[src/rtl/calc_seq_alu.sv]
// Multi-cycle BCD calculator core: digit-serial BCD->binary conversion, then add/sub/mul/div/concat.
// Optional remainder output for div when CALC_REM_EN is defined.
module calc_seq_alu #(
  parameter int unsigned NDIG = 2,
  parameter int unsigned OPW  = 7,
  parameter int unsigned RESW = 14
) (
  input  logic              clk,
  input  logic              reset,
  input  logic              start_i,
  input  logic [2:0]        op_i,
  input  logic [4*NDIG-1:0] a_bcd_i,
  input  logic [4*NDIG-1:0] b_bcd_i,
  output logic              busy_o,
  output logic              done_o,
  output logic [RESW-1:0]   result_o,
  output logic              negative_o,
  output logic              dot_o,
`ifdef CALC_REM_EN
  output logic [OPW-1:0]    remainder_o,
`endif
  output logic              err_o
);

  typedef enum logic [2:0] {StIdle, StConv, StCheck, StExec, StFin} state_e;

  localparam int unsigned CntW = $clog2(OPW + NDIG + 1);

  function automatic int unsigned pow10(input int unsigned n);
    int unsigned p = 1;
    for (int unsigned i = 0; i < n; i++) p = p * 10;
    return p;
  endfunction

  localparam logic [RESW-1:0] Pow10 = RESW'(pow10(NDIG));

  state_e              state_q, state_d;
  logic [2:0]          op_q, op_d;
  logic [4*NDIG-1:0]   a_sh_q, a_sh_d, b_sh_q, b_sh_d;
  logic [OPW-1:0]      a_acc_q, a_acc_d, b_acc_q, b_acc_d;
  logic                bad_q, bad_d;
  logic [CntW-1:0]     cnt_q, cnt_d;
  logic [RESW-1:0]     prod_q, prod_d, mcand_q, mcand_d;
  logic [OPW-1:0]      mplier_q, mplier_d, quo_q, quo_d, prem_q, prem_d;
  logic [RESW-1:0]     result_q, result_d;
  logic                neg_q, neg_d, dot_q, dot_d, err_q, err_d;
  logic [OPW-1:0]      rem_q, rem_d;

  logic [3:0]          a_dig, b_dig;
  logic [RESW-1:0]     prod_nxt, exec_res;
  logic [OPW:0]        trial;
  logic                fits, exec_last, exec_neg;
  logic [OPW-1:0]      prem_nxt, quo_nxt;

  assign a_dig = a_sh_q[4*NDIG-1 -: 4];
  assign b_dig = b_sh_q[4*NDIG-1 -: 4];

  // One shift-add multiply step and one restoring-divide step per EXEC cycle.
  assign prod_nxt = prod_q + (mplier_q[0] ? mcand_q : '0);
  assign trial    = {prem_q, quo_q[OPW-1]};
  assign fits     = trial >= {1'b0, b_acc_q};
  assign prem_nxt = fits ? OPW'(trial - {1'b0, b_acc_q}) : trial[OPW-1:0];
  assign quo_nxt  = {quo_q[OPW-2:0], fits};

  assign exec_last = (op_q == 3'd2 || op_q == 3'd3) ? (cnt_q == CntW'(OPW - 1)) : 1'b1;
  assign exec_neg  = (op_q == 3'd1) && (b_acc_q > a_acc_q);

  always_comb begin
    exec_res = '0;
    case (op_q)
      3'd0:    exec_res = RESW'(a_acc_q) + RESW'(b_acc_q);
      3'd1:    exec_res = exec_neg ? RESW'(b_acc_q - a_acc_q) : RESW'(a_acc_q - b_acc_q);
      3'd2:    exec_res = prod_nxt;
      3'd3:    exec_res = RESW'(quo_nxt);
      3'd4:    exec_res = RESW'(a_acc_q) * Pow10 + RESW'(b_acc_q);
      default: exec_res = '0;
    endcase
  end

  always_comb begin
    state_d  = state_q;
    op_d     = op_q;
    a_sh_d   = a_sh_q;
    b_sh_d   = b_sh_q;
    a_acc_d  = a_acc_q;
    b_acc_d  = b_acc_q;
    bad_d    = bad_q;
    cnt_d    = cnt_q;
    prod_d   = prod_q;
    mcand_d  = mcand_q;
    mplier_d = mplier_q;
    quo_d    = quo_q;
    prem_d   = prem_q;
    result_d = result_q;
    neg_d    = neg_q;
    dot_d    = dot_q;
    err_d    = err_q;
    rem_d    = rem_q;
    unique case (state_q)
      StIdle: begin
        if (start_i) begin
          op_d    = op_i;
          a_sh_d  = a_bcd_i;
          b_sh_d  = b_bcd_i;
          a_acc_d = '0;
          b_acc_d = '0;
          bad_d   = 1'b0;
          cnt_d   = '0;
          state_d = StConv;
        end
      end
      StConv: begin
        a_acc_d = OPW'(a_acc_q * OPW'(10)) + OPW'(a_dig);
        b_acc_d = OPW'(b_acc_q * OPW'(10)) + OPW'(b_dig);
        a_sh_d  = a_sh_q << 4;
        b_sh_d  = b_sh_q << 4;
        bad_d   = bad_q | (a_dig > 4'd9) | (b_dig > 4'd9);
        cnt_d   = cnt_q + CntW'(1);
        if (cnt_q == CntW'(NDIG - 1)) begin
          cnt_d   = '0;
          state_d = StCheck;
        end
      end
      StCheck: begin
        if (bad_q || op_q > 3'd4 || (op_q == 3'd3 && b_acc_q == '0)) begin
          err_d    = 1'b1;
          result_d = '0;
          neg_d    = 1'b0;
          dot_d    = 1'b0;
          rem_d    = '0;
          state_d  = StFin;
        end else begin
          prod_d   = '0;
          mcand_d  = RESW'(a_acc_q);
          mplier_d = b_acc_q;
          quo_d    = a_acc_q;
          prem_d   = '0;
          cnt_d    = '0;
          state_d  = StExec;
        end
      end
      StExec: begin
        prod_d   = prod_nxt;
        mcand_d  = mcand_q << 1;
        mplier_d = mplier_q >> 1;
        quo_d    = quo_nxt;
        prem_d   = prem_nxt;
        cnt_d    = cnt_q + CntW'(1);
        if (exec_last) begin
          result_d = exec_res;
          neg_d    = exec_neg;
          dot_d    = (op_q != 3'd4);
          err_d    = 1'b0;
          rem_d    = (op_q == 3'd3) ? prem_nxt : '0;
          state_d  = StFin;
        end
      end
      StFin:   state_d = StIdle;
      default: state_d = StIdle;
    endcase
  end

  always_ff @(posedge clk) begin
    if (reset) begin
      state_q  <= StIdle;
      op_q     <= '0;
      a_sh_q   <= '0;
      b_sh_q   <= '0;
      a_acc_q  <= '0;
      b_acc_q  <= '0;
      bad_q    <= 1'b0;
      cnt_q    <= '0;
      prod_q   <= '0;
      mcand_q  <= '0;
      mplier_q <= '0;
      quo_q    <= '0;
      prem_q   <= '0;
      result_q <= '0;
      neg_q    <= 1'b0;
      dot_q    <= 1'b0;
      err_q    <= 1'b0;
      rem_q    <= '0;
    end else begin
      state_q  <= state_d;
      op_q     <= op_d;
      a_sh_q   <= a_sh_d;
      b_sh_q   <= b_sh_d;
      a_acc_q  <= a_acc_d;
      b_acc_q  <= b_acc_d;
      bad_q    <= bad_d;
      cnt_q    <= cnt_d;
      prod_q   <= prod_d;
      mcand_q  <= mcand_d;
      mplier_q <= mplier_d;
      quo_q    <= quo_d;
      prem_q   <= prem_d;
      result_q <= result_d;
      neg_q    <= neg_d;
      dot_q    <= dot_d;
      err_q    <= err_d;
      rem_q    <= rem_d;
    end
  end

  assign busy_o     = (state_q == StConv) || (state_q == StCheck) || (state_q == StExec);
  assign done_o     = (state_q == StFin);
  assign result_o   = result_q;
  assign negative_o = neg_q;
  assign dot_o      = dot_q;
  assign err_o      = err_q;
`ifdef CALC_REM_EN
  assign remainder_o = rem_q;
`else
  // Without the remainder port the partial remainder is only a divide intermediate.
  logic unused_rem;
  assign unused_rem = ^rem_q;
`endif

endmodule
[config.mk]
export PLATFORM = sky130hd
export DESIGN_NAME = calc_seq_alu
export DESIGN_NICKNAME = d
export VERILOG_FILES = /design/src/rtl/calc_seq_alu.sv
export SDC_FILE = /design/constraint.sdc
export NUM_CORES = 1
export LEC_CHECK = 0
export BUFFER_PORTS_ARGS = -buffer_cell sky130_fd_sc_hd__buf_2
export CAP_MARGIN = 15
export CORE_ASPECT_RATIO = 1.25
export CORE_MARGIN = 2
export CORE_UTILIZATION = 24
export DETAILED_ROUTE_END_ITERATION = 10
export SLEW_MARGIN = 20
export SYNTH_ARGS = -nofsm -noshare
export SYNTH_HDL_FRONTEND = slang
export SYNTH_SLANG_ARGS = --single-unit
[constraint.sdc]
create_clock -name clk -period 4.2 [get_ports clk]
set_clock_uncertainty 0.15 [all_clocks]
set_input_delay 0.42 -clock clk [delete_from_list [all_inputs] [get_ports clk]]
set_output_delay 0.42 -clock clk [all_outputs]
set_load 0.01 [all_outputs]
Word-level counts from Yosys, hierarchy flattened
Cells that the tools add are included.
{"block": "op_classes", "add_sub_neg": 9, "n_mul": 3, "magnitude_cmp": 5, "n_eq_ne": 16, "n_mux": 44, "n_bitwise": 2, "n_reduce_logical": 19}
{"cell": "$mux 14", "count": 6}
{"cell": "$pmux 14 s2", "count": 3}
{"cell": "$pmux 14 s5", "count": 1}
{"cell": "$pmux 7 s2", "count": 5}
{"cell": "$mux 7", "count": 5}
{"cell": "$pmux 8 s2", "count": 2}
{"cell": "$mux 8", "count": 2}
{"cell": "$pmux 4 s4", "count": 1}
{"cell": "$sub 7x7->8", "count": 2}
{"cell": "$add 14x14->14", "count": 1}
{"cell": "$add 14x7->14", "count": 1}
{"cell": "$add 7x4->7", "count": 2}
{"cell": "$mul 7x3->6 const B", "count": 2}
{"cell": "$eq 3x2->1 const B", "count": 4}
{"cell": "$mul 7x5->12 const B", "count": 1}
{"cell": "$mux 3", "count": 4}
{"cell": "$mux 4", "count": 3}
{"cell": "$pmux 3 s4", "count": 1}
{"cell": "$ne 2x2->1 const B", "count": 5}
{"cell": "$reduce_and 3->1", "count": 3}
{"cell": "$add 7x7->8", "count": 1}
{"cell": "$ge 8x7->1", "count": 1}
{"cell": "$gt 4x4->1 const B", "count": 2}
{"cell": "$pmux 1 s2", "count": 4}
{"cell": "other kinds (18)", "count": 36}
{"block": "totals", "reg_bits": 107, "in_bits": 22, "out_inout_bits": 19, "elab_cells": 115}

Longest topological paths before layout
Gate-level depths: netlist (run 1).
{"block": "depth", "depth_word": 6, "ltp_mapped": 14, "mapped_depth_nobuf": 14}

Least setup slack after synthesis (run 1)
OpenSTA, ideal clock, no wires.
{"block": "synth_path", "path_kind": "reg2reg", "from": "register a_acc_q[1]", "to": "register result_q[13], in the netlist result_o[13]", "arrival_ps": 3636, "slack_ps": 289, "stages_incl_launch_ff": 13, "period_less_slack_ps": 3911, "cell_sequence": "dfxtp_1 > ha_1 > ha_1 > fa_1 > ha_1 > or2_1 > a311oi_2 > o221a_2 > nand4b_1 > or3_1 > a21oi_1 > nor3b_1 > o41a_1"}
{"block": "synth_between", "elab_chain_cells": 6, "elab_cells_between_ends": 10, "classes_between": "add/sub (3); mul (1); order compare (1); mux (4); reduce/logical (1)"}
{"element": "start, declared", "line_no": "40", "rtl": "logic [OPW-1:0] a_acc_q, a_acc_d, b_acc_q, b_acc_d;"}
{"element": "start signal, assigned", "line_no": "169", "rtl": "a_acc_q <= '0;"}
{"element": "start signal, assigned", "line_no": "188", "rtl": "a_acc_q <= a_acc_d;"}
{"element": "branches (longest 3 deep; another with $add 14x7->14)"}
{"element": "$pmux 14 s5 (*)", "line_no": "70", "rtl": "case (op_q)"}
{"element": "$mux 14 (*)", "line_no": "149", "rtl": "if (exec_last) begin"}
{"element": "$pmux 14 s2 (*)", "line_no": "99", "rtl": "unique case (state_q)"}
{"element": "end signal, assigned", "line_no": "197", "rtl": "result_q <= result_d;"}
{"element": "end, declared", "line_no": "45", "rtl": "logic [RESW-1:0] result_q, result_d;"}
Mark *: on every way between the ends. The select of a mux whose other input is x is not followed.
A chain may end at the register's enable or synchronous reset.

Final worst setup path (run 1)
{"block": "layout_path", "from": "register a_acc_q[2]", "to": "register result_q[13], in the netlist result_o[13]"}
The elaborated chain is that of the path after synthesis.

==> results of run 1 <==
## through the flow
stage	power (mW)	instances	cell area, sq um
6_report	3.63	1415	8750
5_1_grt	3.87	1415	8750
4_1_cts	3.65	1415	8750
3_5_place_dp	2.73	1399	8430
3_3_place_gp	2.72	1399	8430
2_1_floorplan	2.34	971	7710
## sequential cells by signal (all words and copies together), names as in the netlist, 3 cells and up
| name | count |
|---|---|
| op_q | 3 |
| a_acc_q | 7 |
| state_q | 3 |
| prod_q | 14 |
| cnt_q | 4 |
| b_acc_q | 7 |
| quo_q | 7 |
| prem_q | 7 |
| mplier_q | 7 |
| b_sh_q | 8 |
| a_sh_q | 8 |
| mcand_q | 14 |
| result_o | 14 |
## worst max-delay path, stage by stage, from the launching register on
cell      delay (ns)
dfxtp_1         0.34
ha_1            0.30
ha_1            0.32
fa_1            0.46
ha_1            0.35
or2_1           0.26
a311oi_2        0.32
o221a_2         0.27
nand4b_1        0.12
or3_1           0.39
a21oi_1         0.16
nor3b_1         0.06
o41a_1          0.30
## routing by layer
| layer | track usage [%] | part of all wire (%) |
|---|---|---|
| met1 | 15.9 | 41 |
| met2 | 24.1 | 51 |
| met3 | 1.36 | 3.8 |
| met4 | 6.52 | 3.8 |
| met5 | 0 | 0 |
## layout make-up
type | count | share of cell area (%)
well taps | 412 | 5.89
clock inverters | 7 | 1.13
flip-flops and latches | 107 | 24.5
repair buffers | 66 | 4.52
inverters | 42 | 1.80
multi-input cells | 772 | 59.6
clock buffers | 9 | 2.57
## where the power goes
| group | total, mW | internal, mW | switching, mW |
|---|---|---|---|
| sequential | 1.21 | 1.10 | 0.107 |
| clock | 0.916 | 0.433 | 0.484 |
| combinational | 1.50 | 0.564 | 0.937 |
| total | 3.63 | 2.10 | 1.53 |
## layout by cell type (no fill, tap or decap), types with 11 or more instances in the layout
master / count
nor2b_1: 11
xnor2_1: 25
a21oi_1: 72
dfxtp_1: 107
a21o_1: 19
o21ai_0: 29
xor2_1: 15
and2_1: 19
ha_1: 89
nand3_1: 29
nand2b_1: 12
buf_2: 40
nand2_1: 142
nor2_1: 95
a22oi_1: 27
o21ai_1: 13
a31oi_1: 24
buf_4: 26
fa_1: 12
nor3_1: 11
inv_1: 41
a311oi_1: 16
## how the worst min path moves through the flow
stage          slack (ns)  cells past startpoint           end
2_1_floorplan        0.29                      2     a_sh_q[0]
3_3_place_gp         0.29                      2   result_o[7]
3_5_place_dp         0.29                      2  result_o[11]
4_1_cts              0.11                      3       op_q[2]
5_1_grt              0.12                      3       op_q[2]
6_report             0.12                      3       op_q[2]
## cells by family (layout without fill, tap and decap cells)
| group | Yosys count | after routing | synth area share [%] |
|---|---|---|---|
| AO/OA/AOI/OAI | 257 | 257 | 22.1 |
| buffers and inverters | 92 | 124 | 4.69 |
| adder cells (fa/ha/maj) | 101 | 101 | 17.6 |
| multiplexers | 10 | 10 | 1.33 |
| AND/OR/NAND/NOR | 364 | 364 | 22.0 |
| flip-flops | 107 | 107 | 27.8 |
| XOR/XNOR | 40 | 40 | 4.54 |
==> metrics.md, run 1 <==
| Metric | Value |
|---|---|
| Post-CTS sizing | 0 |
| EDFF count, synth | 0 |
| Worst slew pin tran | 0.973 ns |
| Sink Count | 107 |
| Arrival @ worst endpoint | 4.00 ns |
| Yosys top cell area share | 27.8% |
| Post-DP HPWL | 16900 um |
| Vias per cell | 4.94 |
| GRT Util Overall | 13.5% |
| Cts-stage hold buffer count | 0 |
| Worst Hold Launch | op_i[2] |
| TritonCTS clock tree | built |
| Min setup slack post-route | 0.303 ns |
| Routability-driven placement congestion ratio | 0.905 |
| Skew-Pair Late Insertion Delay | 0.37 ns |
| Syn Area/Cell | 7.94 sq um |
| CTS max path bufs | 2 |
| Clock root cell | clkbuf_16 |
| Unrepaired setup endpoints after global routing | no |
| Fin crit share | 92.8% |
| Final setup violation count | 0 |
| Drt first pass iters | 5 |
| Via count | 6995 |
| GRT overflow | 0 |
| Num ports | 41 |
| Area of the multi-input gates | 5220 sq um |
| Post-synth top cells | nand2_1 (142), dfxtp_1 (107), nor2_1 (95), ha_1 (89), a21oi_1 (72) |
| Final Hold Slack | 0.122 ns |
| Core area | 31700 sq um |
| Nets | 1121 |
| Vias in the first global route | 6817 |
| Die Ht | 204 um |
| Register Area | 2140 sq um |
| Outcome | completed |
| Setup bufs post-CTS | 0 |
| Worst EP required | 4.30 ns |
| Leakage | 3.59 nW |
| Antenna diodes | 0 |
| CP startpoint | a_acc_q[2] |
| Max-Cap Viols | 0 |
| Most used DFF post-synth | dfxtp_1 |
| Slew margin rel. | 34.9% |
| Worst R2R Setup Slack | 0.30 ns |
| WL/cell | 15.7 um |
| Seq/Total Area, Yosys | 27.8% |
| Share of cells above drive strength 1 | 9.67% |
| CP Capture Type | flop |
| DP Worst Slack | 0.364 ns |
| Num CTS Buffers | 9 |
| Register bit count reported by yosys | 107 |
| Port bufs | 40 |
| Fraction of registers with async set/reset | 0% |
| Largest net degree at the start of global routing | 42 |
| Syn nets | 1094 |
| Antenna viol nets, final | 0 |
| Area leader, netlist | dfxtp_1 |
| Max Freq | 257 MHz |
| Final hold violation count | 0 |
| Final setup TNS | 0 ns |
| Count leader, synth | nand2_1 |
| Main area contributors after synthesis | dfxtp_1 (28%), ha_1 (14%), nand2_1 (6.9%) |
| FF-to-FF End | result_o[13] |
| RR Startpoint | a_acc_q[2] |
| Initial DRC count | 427 |
| Startpoint types | flop |
| Synth Warn # | 0 |
| Cells after Synth | 971 |
| CTS H-tree lvls | 3 |
| Peak VDD IR | 189 uV |
| First-pass GRT wire length | 35500 um |
| FP Rows | 73 |
| Min Clock Period, post-route | 3.90 ns |
| Worst Setup Path Type | flop to flop |
| DIE AREA | 33600 sq um |
| Synth-to-layout area growth | 13.4% |
| Netlist cell types | 72 |
| Pins Over Slew Limit | 0 |
| Total wire length | 22200 um |
| Die Width | 164 um |
| Max FO, Critical Path | 3 |
| Reg2Reg Depth | 12 |
| Worst hold path type | primary input to flop |
| PwrDens | 415 nW/um^2 |
| End of the critical path | result_o[13] |
| Initial Util | 24.3% |
| Fillers | 3384 |
| Mapped cell area | 7710 sq um |
| Reg clk slew, reported paths | 0.09 ns |
| Initial antenna violation count | 0 |
| Util after Layout | 27.6% |
| Drt drc | 0 |
No activity file was read; power rests on OpenSTA's default activity.
==> inputs of run 2 (changes only) <==
--- a/config.mk
+++ b/config.mk
@@ -11,6 +11,7 @@
 export CORE_MARGIN = 2
 export CORE_UTILIZATION = 24
 export DETAILED_ROUTE_END_ITERATION = 10
+export REMOVE_ABC_BUFFERS = 1
 export SLEW_MARGIN = 20
 export SYNTH_ARGS = -nofsm -noshare
 export SYNTH_HDL_FRONTEND = slang
==> run 2 against run 1 <==
First-iteration DRC count is 22% lower. Via count hardly changed. Critical path depth stayed put. Worst hold slack better by 0.0064 ns. Sequential share of layout area is 0.11 points higher. Non-clock buffer count is 6 lower. Core utilization is 0.11 points lower. Final cell count is 0.42% lower. Critical endpoint unchanged. Largest cell class unchanged. Largest power group unchanged.
==> metrics.md, run 2 (synthesized netlist as in run 1, its figures left out) <==
| Metric | Value |
|---|---|
| Initial DRC count | 331 (-22%) |
| Highest-delay cell along the critical path | fa_1 |
| Synth-to-layout area growth | 13.0% |
| Slew margin rel. | 28.6% (-6.3 points) |
| Worst R2R Setup Slack | 0.31 ns (about the same) |
| Final hold violation count | 0 (unchanged) |
| Largest net degree at the start of global routing | 71 (+69%) |
| Leakage | 3.57 nW (-0.66%) |
| Unrepaired setup endpoints after global routing | no |
| Fin crit share | 92.6% (-0.16 points) |
| GRT Util Overall | 13.1% (-0.30 points) |
| Fin area | 8710 sq um (-0.40%) |
| Port bufs | 40 (unchanged) |
| Total wire length | 21800 um (-1.7%) |
| Drt drc | 0 (unchanged) |
| GRT overflow | 0 (unchanged) |
| Nets | 1115 (-0.54%) |
| Initial antenna violation count | 0 (unchanged) |
| Setup bufs post-CTS | 0 (unchanged) |
| Highest metal used | met4 |
| Reg2Reg Depth | 12 (unchanged) |
| Pins Over Slew Limit | 0 (unchanged) |
| Metal2 WL | 10500 um (-8.2%) |
| Core area | 31700 sq um (unchanged) |
| Num CTS Buffers | 9 (unchanged) |
| Util after Layout | 27.5% (-0.11 points) |
| First-pass GRT wire length | 35100 um (-1.0%) |
| Hold Path Depth | 3 (unchanged) |
| Die Ht | 204 um (unchanged) |
| Routability-driven placement congestion ratio | 0.882 (-2.5%) |
| Final std cells w/o fill | 1409 (-0.42%) |
| Antenna diodes | 0 (unchanged) |
| Startpoint types | flop |
| DIE AREA | 33600 sq um (unchanged) |
| Worst hold path type | primary input to flop |
| Worst EP required | 4.30 ns (about the same) |
| Drt first pass iters | 4 (-1) |
| Cts-stage hold buffer count | 0 (unchanged) |
| Crit path largest cell delay | 0.46 ns (about the same) |
| Post-DP HPWL | 16400 um (-2.8%) |
| Max Freq | 257 MHz (+0.18%) |
| Worst path bufs/invs | 0 (unchanged) |
| WL met3 | 920 um (+10%) |
| Max-Cap Viols | 0 (unchanged) |
| Vias per cell | 4.97 (+0.47%) |
| Sink Count | 107 (unchanged) |
| Reg clk slew, reported paths | 0.09 ns (about the same) |
| Outcome | completed |
| Clock root cell | clkbuf_16 |
| Share of cells above drive strength 1 | 9.23% (-0.44 points) |
| TritonCTS clock tree | built |
| Via count | 6998 (+0.043%) |
| PwrDens | 419 nW/um^2 (+1.1%) |
| Die Width | 164 um (unchanged) |
| Skew-Pair Late Insertion Delay | 0.37 ns (about the same) |
| Peak VDD IR | 203 uV (+7.7%) |
| RR Startpoint | a_acc_q[2] |
| Final setup violation count | 0 (unchanged) |
| Initial Util | 24.3% (unchanged) |
| Vias in the first global route | 6851 (+0.50%) |
| Max FO, Critical Path | 3 (unchanged) |
| Arrival @ worst endpoint | 3.99 ns (about the same) |
| FF-to-FF End | result_o[13] |
| Antenna viol nets, final | 0 (unchanged) |
| CTS max path bufs | 2 (unchanged) |
| FP Rows | 73 (unchanged) |
| Worst Hold Launch | a_bcd_i[0] |
| Min Clock Period, post-route | 3.89 ns (-0.00693 ns) |
| Cell Chain, Critical Path | ha_1 > ha_1 > fa_1 > ha_1 > or2_1 > a311oi_2 > o221a_2 > nand4b_1 > or3_1 > a21oi_1 > nor3b_1 > o41a_1 |
| WL/cell | 15.5 um (-1.3%) |
| Hold Path End | a_sh_q[0] |
| Crit-path leading delay family | adder cells |
| CP Capture Type | flop |
| Commonest non-fill, non-tap cells in the layout | nand2_1 (142), dfxtp_1 (106), nor2_1 (95) |
| Worst Setup Path Type | flop to flop |
| Worst slew pin tran | 1.07 ns (+0.0982 ns) |
| Pwr Total | 3.65 mW (+0.65%) |
| Final setup TNS | 0 ns (unchanged) |
| Num ports | 41 (unchanged) |
| Crit path top cell by count | ha_1 |
| CTS H-tree lvls | 3 (unchanged) |
| Commonest non-fill, non-tap cell in the layout | nand2_1 |
| Dpl cell area | 8390 sq um (-0.39%) |
| WL met1 | 9450 um (+3.6%) |
| Placed cells | 1393 (-0.43%) |
-- run 2: how the worst max path moves through the flow --
stage | to | depth (start not counted) | start
6_report | result_o[13] | 12 | a_acc_q[2]
5_1_grt | result_o[13] | 12 | a_acc_q[2]
4_1_cts | result_o[13] | 12 | a_acc_q[1]
3_5_place_dp | result_o[13] | 12 | a_acc_q[1]
3_3_place_gp | result_o[13] | 13 | a_acc_q[1]
2_1_floorplan | result_o[13] | 12 | a_acc_q[1]
-- run 2: final cells by class --
type | count | area [sq um]
clock buffers | 9 | 225
clock inverters | 7 | 95.1
well taps | 412 | 515
repair buffers | 60 | 363
fillers | 3396 | 23000
inverters | 42 | 158
flip-flops and latches | 107 | 2140
multi-input cells | 772 | 5220
-- run 2: timing repair --
action,in CTS,in global routing
gates resized for setup,0,1
hold endpoints to repair,0,0
endpoints found under the setup margin,0,1
-- run 2: through the flow --
step	worst slack (ns)	hold WS, ns
floorplan	0.289	0.284
global placement	0.343	0.286
detailed placement	0.274	0.282
CTS	0.276	0.119
global route	0.118	0.122
finish	0.310	0.129
-- run 2: worst reg2reg max path: cells and delay by family, from the launching register on --
family | cells | cell delay, ns
and+or+nand+nor | 4 | 0.85
AOI/OAI and AO/OA | 4 | 1.04
DFF | 1 | 0.33
adders and majority gates | 4 | 1.43
-- run 2: per-layer routing --
metal | vias to the layer above | track usage, %
li1 | 3505 | -
met1 | 3295 | 15.6
met2 | 150 | 22.5
met3 | 48 | 2.35
met4 | 0 | 6.67
met5 | - | 0
-- run 2: power breakdown --
part	total [mW]	leakage [nW]	internal (mW)	switching [mW]
Combinational	1.51	2.55	0.564	0.942
Clock	0.933	0.157	0.482	0.451
Sequential	1.21	0.866	1.10	0.109
Total	3.65	3.57	2.15	1.50
